**config.mk**
```make
export PLATFORM = sky130hd
export DESIGN_NAME = univ_shift_reg_param
export DESIGN_NICKNAME = d
export VERILOG_FILES = /design/src/rtl/usr_pkg.sv /design/src/rtl/usr_step.sv /design/src/rtl/univ_shift_reg_param.sv
export SDC_FILE = /design/constraint.sdc
export NUM_CORES = 1
export LEC_CHECK = 0
export ABC_AREA = 1
export CORE_MARGIN = 2
export CORE_UTILIZATION = 48
export DETAILED_ROUTE_END_ITERATION = 8
export GPL_TIMING_DRIVEN = 0
export PLACE_DENSITY = 0.88
export SLEW_MARGIN = 0
export SYNTH_ARGS = -nofsm -noshare
export SYNTH_HDL_FRONTEND = slang
export SYNTH_SLANG_ARGS = --single-unit
```
**constraint.sdc**
```tcl
create_clock -name clk -period 1.5 [get_ports clk]
set_input_delay 0.15 -clock clk [delete_from_list [all_inputs] [get_ports clk]]
set_output_delay 0.15 -clock clk [all_outputs]
set_load 0.01 [all_outputs]
```
**src/rtl/usr_pkg.sv**
```systemverilog
// Shared definitions for the universal shift register: op codes, FSM state
// type and the shift-class classifier. Honours USR_ROTATE_EN: when undefined,
// ROR/ROL are not shift-class, so a start with those ops never begins a burst.
package usr_pkg;

    localparam logic [2:0] OP_HOLD = 3'b000;
    localparam logic [2:0] OP_SHR  = 3'b001;
    localparam logic [2:0] OP_SHL  = 3'b010;
    localparam logic [2:0] OP_LOAD = 3'b011;
    localparam logic [2:0] OP_ROR  = 3'b100;
    localparam logic [2:0] OP_ROL  = 3'b101;
    localparam logic [2:0] OP_ASR  = 3'b110;

    typedef enum logic {
        ST_IDLE = 1'b0,
        ST_RUN  = 1'b1
    } usr_state_e;

    // Ops that a burst may repeat; load/hold/reserved never start a burst.
    function automatic logic is_shift_op(input logic [2:0] op);
        logic r;
        r = 1'b0;
        case (op)
            OP_SHR, OP_SHL, OP_ASR: r = 1'b1;
`ifdef USR_ROTATE_EN
            OP_ROR, OP_ROL:         r = 1'b1;
`endif
            default:                r = 1'b0;
        endcase
        return r;
    endfunction

endpackage

```
**src/rtl/usr_step.sv**
```systemverilog
// One step of the shift register: next contents from the current contents,
// op, serial inputs and load data. Shared by the single-step and burst paths.
// Honours USR_ROTATE_EN: when undefined, ROR/ROL act as hold.
module usr_step
    import usr_pkg::*;
#(
    parameter int WIDTH = 8
) (
    input  logic [WIDTH-1:0] q,
    input  logic [2:0]       op,
    input  logic             sl,
    input  logic             sr,
    input  logic [WIDTH-1:0] d,
    output logic [WIDTH-1:0] q_nxt
);

    // Select the next register value for the requested op.
    always_comb begin
        q_nxt = q;
        case (op)
            OP_SHR:  q_nxt = {sr, q[WIDTH-1:1]};
            OP_SHL:  q_nxt = {q[WIDTH-2:0], sl};
            OP_LOAD: q_nxt = d;
`ifdef USR_ROTATE_EN
            OP_ROR:  q_nxt = {q[0], q[WIDTH-1:1]};
            OP_ROL:  q_nxt = {q[WIDTH-2:0], q[WIDTH-1]};
`endif
            OP_ASR:  q_nxt = {q[WIDTH-1], q[WIDTH-1:1]};
            default: q_nxt = q;
        endcase
    end

endmodule

```
**src/rtl/univ_shift_reg_param.sv**
```systemverilog
// Parametrised universal shift register with a burst engine that repeats a
// shift-class op amt times (busy/done handshake). Optional rotate ops are
// enabled by defining USR_ROTATE_EN.
module univ_shift_reg_param
    import usr_pkg::*;
#(
    parameter int WIDTH = 8,
    parameter int AMT_W = $clog2(WIDTH + 1)
) (
    input  logic             clk,
    input  logic             clr,
    input  logic             en,
    input  logic [2:0]       op,
    input  logic [WIDTH-1:0] d,
    input  logic             sl,
    input  logic             sr,
    input  logic             start,
    input  logic [AMT_W-1:0] amt,
    output logic [WIDTH-1:0] q,
    output logic             so_l,
    output logic             so_r,
    output logic             busy,
    output logic             done
);

    usr_state_e       state_q, state_d;
    logic [WIDTH-1:0] q_q, q_d;
    logic [AMT_W-1:0] cnt_q, cnt_d;
    logic [2:0]       op_lat_q, op_lat_d;
    logic             done_q, done_d;

    logic [2:0]       step_op;
    logic [WIDTH-1:0] step_q;
    logic [AMT_W-1:0] amt_c;

    // Bursts use the op latched at start; otherwise the live op drives the step.
    always_comb begin
        step_op = (state_q == ST_RUN) ? op_lat_q : op;
        amt_c   = (amt > AMT_W'(WIDTH)) ? AMT_W'(WIDTH) : amt;
    end

    usr_step #(.WIDTH(WIDTH)) u_step (
        .q     (q_q),
        .op    (step_op),
        .sl    (sl),
        .sr    (sr),
        .d     (d),
        .q_nxt (step_q)
    );

    // Next-state: running burst beats start, start beats single-step enable.
    always_comb begin
        state_d  = state_q;
        q_d      = q_q;
        cnt_d    = cnt_q;
        op_lat_d = op_lat_q;
        done_d   = 1'b0;
        if (state_q == ST_RUN) begin
            q_d   = step_q;
            cnt_d = cnt_q - AMT_W'(1);
            if (cnt_q == AMT_W'(1)) begin
                state_d = ST_IDLE;
                done_d  = 1'b1;
            end
        end else if (start && is_shift_op(op)) begin
            op_lat_d = op;
            if (amt_c == '0) begin
                // Zero-length burst: leave q alone, just acknowledge.
                done_d = 1'b1;
            end else begin
                q_d   = step_q;
                cnt_d = amt_c - AMT_W'(1);
                if (amt_c == AMT_W'(1)) begin
                    done_d = 1'b1;
                end else begin
                    state_d = ST_RUN;
                end
            end
        end else if (en) begin
            q_d = step_q;
        end
    end

    // State registers; clr aborts any burst without a done pulse.
    always_ff @(posedge clk) begin
        if (clr) begin
            state_q  <= ST_IDLE;
            q_q      <= '0;
            cnt_q    <= '0;
            op_lat_q <= OP_HOLD;
            done_q   <= 1'b0;
        end else begin
            state_q  <= state_d;
            q_q      <= q_d;
            cnt_q    <= cnt_d;
            op_lat_q <= op_lat_d;
            done_q   <= done_d;
        end
    end

    assign q    = q_q;
    assign so_l = q_q[WIDTH-1];
    assign so_r = q_q[0];
    assign busy = (state_q == ST_RUN);
    assign done = done_q;

endmodule

```
==> results.json, run 1 <==
{
  "outcome": "complete, no violations",
  "drt_first_pass_iters": 4,
  "irDropWorstVdd_mv": 0.544,
  "rsz0062_at_grt": "yes",
  "powerDensity_mw_per_mm2": 817,
  "grt_pass1_wl_mm": 4.85,
  "port_buffers": 32,
  "clock-sinks": 17,
  "setup_slack_ps": 9.71,
  "cts-root-buf": "clkbuf_4",
  "critPathKind": "in -> reg",
  "yosys.area_share.simple": 0.460,
  "startpoint_type": "primary input",
  "path_max_fanout": 2,
  "period_needed_ps": 1490,
  "ant_nets": 0,
  "total_power_uw": 1530,
  "grt_start_max_net_pins": 11,
  "synth_xor_xnor_area_share": 0.0139,
  "slew-limit-headroom": 0.772,
  "syn_area_per_cell_um2": 6.59,
  "synth_cells": 191,
  "yosys_warnings": 0,
  "tightest_slew_ps": 339,
  "cts_tree": "yes",
  "yosysMostFrequentCell": "nand2_1",
  "synth_top_family_by_area": "simple AND/OR/NAND/NOR gates",
  "dp_hpwl_mm": 2.05,
  "first_iter_violations": 72,
  "worstPathRequired_ps": 1700,
  "fp.dieH_um": 55.2,
  "wl_per_cell_um": 13.9,
  "finClkSkew_ps": 2.03,
  "hold-worst-slack_ps": 340,
  "power_switching_uw": 572,
  "fin_nets": 273,
  "antenna_found_initial": 0,
  "finalCritPeriodShare": 0.994,
  "vias": 1451,
  "fmax_ghz": 0.671,
  "arrival_ps": 1690,
  "track_usage": 0.194,
  "pin_count": 33,
  "hold_depth": 6,
  "drv_slew": 0,
  "start_util": 0.508,
  "die_area_mm2": 0.00305,
  "place_ws_ps": -425,
  "grt_pass1_vias": 1148,
  "synth_area_mm2": 0.00126,
  "hold_viol": 0,
  "power_leakage_uw": 0.000902,
  "crit_path_end_kind": "flip-flop",
  "area_delta_synth_final_pct": 48.7,
  "drive_gt1_frac": 0.244,
  "synth_flop_cell": "dfxtp_1",
  "hold_buffers": 0,
  "chipWidth_um": 55.2,
  "power_frac_clock": 0.173,
  "wl_mm": 3.83,
  "hold_class": "in -> reg",
  "synth_common_cells": "49 x nand2_1, 32 x nor2_1, 24 x inv_1",
  "cap_viol_max_count": 0,
  "pwr-share-comb": 0.463,
  "clk_latency_ps": 300,
  "final_util": 0.756,
  "synth.distinct_cells": 26,
  "setup_violations": 0,
  "insertedDiodeCount": 0,
  "path_clk_slew_ps": 100,
  "ys_seq_area_frac": 0.270,
  "postSynth.asyncResetShare": 0,
  "place.gp.congestion": 0.868,
  "vias_per_cell": 5.26,
  "synth.area.top_cells": "dfxtp_1 27%, nand2_1 15%, nor2_1 9.5%",
  "yosysTopAreaCell": "dfxtp_1",
  "synthMuxAreaShare": 0,
  "yosysTopAreaCellShare": 0.270,
  "coreArea_mm2": 0.00248,
  "ys_ff_latch": 17,
  "rows": 18,
  "power_frac_seq": 0.365,
  "synth_edf_count": 0,
  "overflow": 0,
  "htreeDepth": 1,
  "drc_errors": 0,
  "p_sw_frac": 0.374,
  "synth_compound_area_frac": 0.0755,
  "cts_buffers": 3,
  "synth.net_count": 217,
  "internal-power_uw": 957,
  "clk_path_buf_depth": 2,
  "synth_fa_ha_area_frac": 0.0497,
  "worstRegToRegCells": 10
}
cells in the final DEF (no fill, tap or decap), types with 2 or more instances in the layout:
cell	instances
nand3_1	9
nand2_4	8
nor2_1	28
inv_1	23
a21oi_1	5
nor3_1	2
nand2_8	2
buf_6	3
xor2_1	2
nand3_2	2
nand4_1	9
clkdlybuf4s50_1	31
nor2_2	4
o21ai_0	8
buf_4	19
buf_8	2
dfxtp_2	3
clkbuf_4	3
nand2_2	6
dfxtp_1	14
nand2_1	46
ha_1	4
path summary, 6_finish.rpt:
check	endpoint	slack [ps]	start
worst min-delay path	cnt_q[3]	340	amt[3]
worst max-delay path	done	10	amt[1]
worst min register to register	q[0]	550	q[0]
worst max register to register	q[2]	20	busy
state kept, by name, indices dropped and copies added, names as in the netlist:
name and flops:
q 8, cnt_q 4, op_lat_q 3, busy 1, done 1
layer usage:
layer | GRT usage | wire (um)
met1 | 0.263 | 1660
met3 | 0.0164 | 304
met5 | 0 | 0
met2 | 0.313 | 1750
met4 | 0.0906 | 115
cell type report:
cell class	count	area (um2)
inverters	26	108
plain buffers	6	61.3
flip-flops and latches	17	344
repair buffers	51	473
well taps	30	37.5
clock buffers	4	26.3
fillers	164	606
multi-input cells	142	822
power groups by stage:
stage          sequential (uW)  clock [uW]  combinational, uW
2_1_floorplan              568           0                355
3_3_place_gp               560           0                553
3_5_place_dp               561           0                563
4_1_cts                    551         259                591
5_1_grt                    564         286                766
6_report                   558         264                708
metrics by stage:
stage          cell area, um2  setup TNS (ps)  cells
2_1_floorplan            1260               0    191
3_3_place_gp             1620           -4540    253
3_5_place_dp             1620           -4740    253
4_1_cts                  1690               0    262
5_1_grt                  1870            -335    276
6_report                 1870               0    276
cell families after synthesis:
logic type | Yosys count
buf+inv | 32
simple gates | 118
flops | 17
compound gates | 17
xor+xnor | 2
fa+ha+maj | 5
worst max-delay path: stages:
cell             delay (ps)
clkdlybuf4s50_1         530
nand2_4                  80
buf_4                   140
ha_1                    190
o211ai_1                250
nor2_1                  110
nor2_1                  180
nor2_1                   60
timing repair:
action / in CTS / in global routing
pin swaps: 4 / 15
setup buffers: 4 / 14
setup endpoints to repair: 11 / 13
gates cloned: 1 / 0
endpoints found under the hold margin: 0 / 0
resized for setup: 7 / 19
(Power assumes the default switching activity.)
==> run 2: changes to the inputs <==
CORE_UTILIZATION = 55   (was 48)
DONT_BUFFER_PORTS = 1   (was unset)
PLACE_DENSITY = 0.79   (was 0.88)
==> run 2 against run 1 <==
- largest power group is now registers
- global-route usage up 2.1 points
- clock-buffer cell count down 1
- combinational power is 32% lower
- register-to-register slack improved by 70 ps
- largest cell class unchanged
- critical endpoint is now q[3]
- critical path type is now reg -> reg
- clock power is 3% lower
==> results.json, run 2 (synthesis results as in run 1) <==
{
  "wl_mm": 2.92,
  "cpPeakStageDelay_ps": 380,
  "first_iter_violations": 50,
  "critPathKind": "reg -> reg",
  "power_switching_uw": 510,
  "dp_hpwl_mm": 2.04,
  "drv_slew": 0,
  "period_needed_ps": 1410,
  "internal-power_uw": 800,
  "vias": 1235,
  "crit_path_end_kind": "flip-flop",
  "largest_reg_flops": 8,
  "drt_first_pass_iters": 4,
  "irDropWorstVdd_mv": 0.552,
  "path_clk_slew_ps": 110,
  "chipWidth_um": 51.8,
  "rows": 17,
  "wl_per_cell_um": 12.5,
  "rsz0062_at_grt": "yes",
  "start_util": 0.575,
  "final_common_cell": "nand2_1",
  "path_max_fanout": 10,
  "tightest_slew_ps": 363,
  "track_usage": 0.216,
  "cp_cell_sequence": "buf_12, inv_8, buf_8, nand2_4, nand2_8, nand2_8, nor2_4, nand2_1, nand3_1, nor2_1, nor2_1",
  "area_delta_synth_final_pct": 14.8,
  "fin_nets": 232,
  "antenna_found_initial": 0,
  "fillers": 194,
  "pin_count": 33,
  "outcome": "complete, no violations",
  "clk_path_buf_depth": 2,
  "final_util": 0.660,
  "grt_pass1_wl_mm": 4.35,
  "slowest_stage": "dfxtp_4",
  "power_frac_clock": 0.195,
  "finalCritPeriodShare": 0.942,
  "drc_errors": 0,
  "met1_usage": 0.267,
  "ant_nets": 0,
  "startpoint_type": "flip-flop",
  "powerDensity_mw_per_mm2": 906,
  "path_buf_inv": 3,
  "power_leakage_uw": 0.000714,
  "clk_latency_ps": 290,
  "cts-root-buf": "clkbuf_4",
  "port_buffers": 0,
  "setup_violations": 0,
  "grt_start_max_net_pins": 15,
  "hold_class": "in -> reg",
  "grt.busiest_layer": "met2",
  "hold_viol": 0,
  "total_power_uw": 1310,
  "cts_buffers": 3,
  "p_sw_frac": 0.389,
  "tns_ps": 0,
  "finClkSkew_ps": 8.56,
  "vias_per_cell": 5.30,
  "overflow": 0,
  "pwr-share-comb": 0.367,
  "worstPathRequired_ps": 1740,
  "drive_gt1_frac": 0.190,
  "gr-usage-met2": 0.359,
  "final_cell_mix": "47 x nand2_1, 32 x nor2_1, 24 x inv_1",
  "slew-limit-headroom": 0.756,
  "dp.cells": 219,
  "cap_viol_max_count": 0,
  "die_area_mm2": 0.00269,
  "fp.dieH_um": 51.8,
  "crit_family": "simple AND/OR/NAND/NOR gates",
  "hold-worst-slack_ps": 29.2,
  "fmax_ghz": 0.708,
  "arrival_ps": 1660,
  "insertedDiodeCount": 0,
  "clock-sinks": 17,
  "met3_usage": 0.0489,
  "grt_pass1_vias": 1071,
  "place.gp.congestion": 0.915,
  "cts_tree": "yes",
  "coreArea_mm2": 0.00219,
  "htreeDepth": 1,
  "stdcell_count": 233,
  "power_frac_seq": 0.438
}
==> run 2: area by class of cell <==
| type | count | area [um2] | share of cell area |
|---|---|---|---|
| clock buffers | 3 | 22.5 | 0.0156 |
| inverters | 26 | 110 | 0.0762 |
| well taps | 28 | 35.0 | 0.0242 |
| flip-flops and latches | 17 | 344 | 0.238 |
| repair buffers | 10 | 77.6 | 0.0537 |
| clock inverters | 1 | 5.00 | 0.00346 |
| plain buffers | 5 | 55.1 | 0.0381 |
| multi-input cells | 143 | 796 | 0.551 |
==> run 2: power by group through the flow <==
| stage | Sequential, uW | Clock, uW | Combinational, uW |
|---|---|---|---|
| global placement | 579 | 0 | 400 |
| CTS | 572 | 258 | 430 |
| finish | 573 | 255 | 481 |
| floorplan | 568 | 0 | 355 |
| detailed placement | 582 | 0 | 418 |
| global route | 580 | 276 | 539 |
==> run 2: final timing paths <==
kind,from,end,slack (ps),cells past startpoint
max,busy,q[3],90,11
min,op[0],op_lat_q[0],30,2
max reg2reg,busy,q[3],90,11
min reg2reg,op_lat_q[0],op_lat_q[0],470,2
==> run 2: stage by stage <==
| step | instance area [um2] | setup WS (ps) |
|---|---|---|
| CTS | 1350 | 32.1 |
| detailed placement | 1290 | -95.2 |
| global route | 1450 | -8.81 |
| floorplan | 1260 | 83.7 |
| global placement | 1290 | -58.1 |
| finish | 1450 | 87.7 |
==> run 2: what timing repair did <==
action | CTS | global route
gates resized for setup | 4 | 7
endpoints found under the setup margin | 8 | 8
hold buffers | 1 | 0
pin swaps | 1 | 8
cloned | 0 | 1
hold endpoints to repair | 3 | 0
buffers inserted | 2 | 7
==> run 2: metal layers <==
layer	routed length [um]	up-vias
met5	0	-
met4	17	0
met3	237	2
met2	1390	45
met1	1270	556
li1	-	632
==> run 3: changes to the inputs <==
REMOVE_ABC_BUFFERS = 1   (was unset)
SLEW_MARGIN = 20   (was 0)
==> run 3 against run 2 <==
- cell count shrank 2.1%
- register-to-register slack gained 30 ps
- maximum frequency grew 1.9%
- via count grew 0.24%
- flip-flop and latch count is the same
- die area is the same
- critical path depth shrank 2
- critical path type unchanged
- sequential share of layout area grew 1.2 points
- worst hold slack lost 3.0 ps
- sequential power grew 2%
- routed wire length shrank 1.1%
- non-clock buffer count shrank 5
==> results.json, run 3 (synthesis results as in run 1) <==
{
  "outcome": "complete, no violations",
  "power_frac_clock": 0.202,
  "path_max_fanout": 10,
  "drive_gt1_frac": 0.165,
  "pwr-share-comb": 0.339,
  "die_area_mm2": 0.00269,
  "clk_path_buf_depth": 2,
  "port_buffers": 0,
  "internal-power_uw": 773,
  "grt_pass1_wl_mm": 4.22,
  "cts_buffers": 3,
  "clock-sinks": 17,
  "cts_tree": "yes",
  "slew-limit-headroom": 0.721,
  "htreeDepth": 1,
  "period_needed_ps": 1390,
  "cp_cell_sequence": "clkinv_8, nand2_4, nand2_4, inv_6, nand2_2, nand2_4, nand3_4, nor2_1, nor2_1",
  "rows": 17,
  "grt_start_max_net_pins": 15,
  "final_common_cell": "nand2_1",
  "tightest_slew_ps": 417,
  "startpoint_type": "flip-flop",
  "fp.dieH_um": 51.8,
  "largest_reg_flops": 8,
  "worstPathRequired_ps": 1700,
  "crit_path_end_kind": "flip-flop",
  "vias": 1238,
  "insertedDiodeCount": 0,
  "hold_depth": 2,
  "dp_hpwl_mm": 2.00,
  "coreArea_mm2": 0.00219,
  "setup_violations": 0,
  "area_delta_synth_final_pct": 9.34,
  "critPathKind": "reg -> reg",
  "arrival_ps": 1580,
  "power_leakage_uw": 0.000687,
  "first_iter_violations": 22,
  "finalCritPeriodShare": 0.924,
  "hold_class": "in -> reg",
  "cp_common_cell": "nand2_4",
  "chipWidth_um": 51.8,
  "antenna_found_initial": 0,
  "cap_viol_max_count": 0,
  "cpPeakStageDelay_ps": 470,
  "p_sw_frac": 0.394,
  "finClkSkew_ps": 13.5,
  "ant_nets": 0,
  "drv_slew": 0,
  "seqCellArea_um2": 344,
  "hold_viol": 0,
  "final_cell_mix": "48 x nand2_1, 32 x nor2_1, 24 x inv_1",
  "clk_latency_ps": 300,
  "fmax_ghz": 0.721,
  "multi_input_area_um2": 779,
  "pin_count": 33,
  "stdcell_count": 228,
  "drt_first_pass_iters": 5,
  "power_frac_seq": 0.459,
  "grt_pass1_vias": 1069,
  "powerDensity_mw_per_mm2": 927,
  "dp.cells": 213,
  "slowest_stage": "dfxtp_4",
  "worstRegToRegCells": 9,
  "fillers": 188,
  "power_switching_uw": 502,
  "final_util": 0.628,
  "wl_mm": 2.89,
  "path_clk_slew_ps": 100,
  "vias_per_cell": 5.43,
  "drc_errors": 0,
  "fin_nets": 227,
  "wl_per_cell_um": 12.7,
  "place.gp.congestion": 0.852,
  "track_usage": 0.206,
  "irDropWorstVdd_mv": 0.508,
  "overflow": 0,
  "start_util": 0.575,
  "cts-root-buf": "clkbuf_4"
}
run 3: cell types whose count changed in the layout (fill, tap and decap cells not counted), sizes merged:
cell,before,now
buf,14,8
clkbuf,3,4
run 3: metrics by stage:
stage / total power, uW / setup TNS, ps / setup WS, ps / area [um2] / hold slack (ps)
6_report: 1280 / 0 / 114 / 1380 / 26.1
3_3_place_gp: 943 / -2010 / -263 / 1240 / 220
3_5_place_dp: 964 / -2410 / -311 / 1240 / 225
2_1_floorplan: 890 / -229 / -30.4 / 1200 / 219
5_1_grt: 1350 / -6.90 / -6.90 / 1380 / 45.8
4_1_cts: 1220 / 0 / 17.6 / 1280 / 22.8
run 3: critical path, delay by kind of cell, from the launching register on:
kind | cells | cell delay [ps]
buffers and inverters | 2 | 190
flip-flops | 1 | 470
AND/OR/NAND/NOR | 7 | 640
run 3: power by group through the flow:
stage               sequential, uW  combinational (uW)  clock [uW]
finish                         586                 432         257
CTS                            585                 373         262
global placement               592                 351           0
detailed placement             595                 369           0
global route                   592                 487         275
floorplan                      578                 312           0
run 3: timing repair:
action,4_1_cts,5_1_grt
pin swaps,0,3
buffers inserted,0,9
resized for setup,2,6
endpoints found under the setup margin,11,8
hold endpoints to repair,3,0
gates cloned,0,1
hold buffers,1,0
run 3: layer usage:
layer,part of all wire,vias to the layer above,track usage
li1,-,631,-
met1,0.45,564,0.259
met2,0.50,37,0.342
met3,0.042,6,0.0287
met4,0.016,0,0.105
met5,0,-,0
run 3: final timing paths:
kind,slack [ps],start,endpoint
hold reg to reg,480,op_lat_q[0],op_lat_q[0]
hold / removal,30,op[0],op_lat_q[0]
setup / recovery,110,busy,q[4]
setup reg to reg,110,busy,q[4]
run 3: layout make-up:
cell class	instances	area share
clock buffers	3	0.0164
clock inverters	1	0.00364
inverters	26	0.0836
multi-input cells	143	0.566
flip-flops and latches	17	0.250
well taps	28	0.0255
repair buffers	10	0.0545
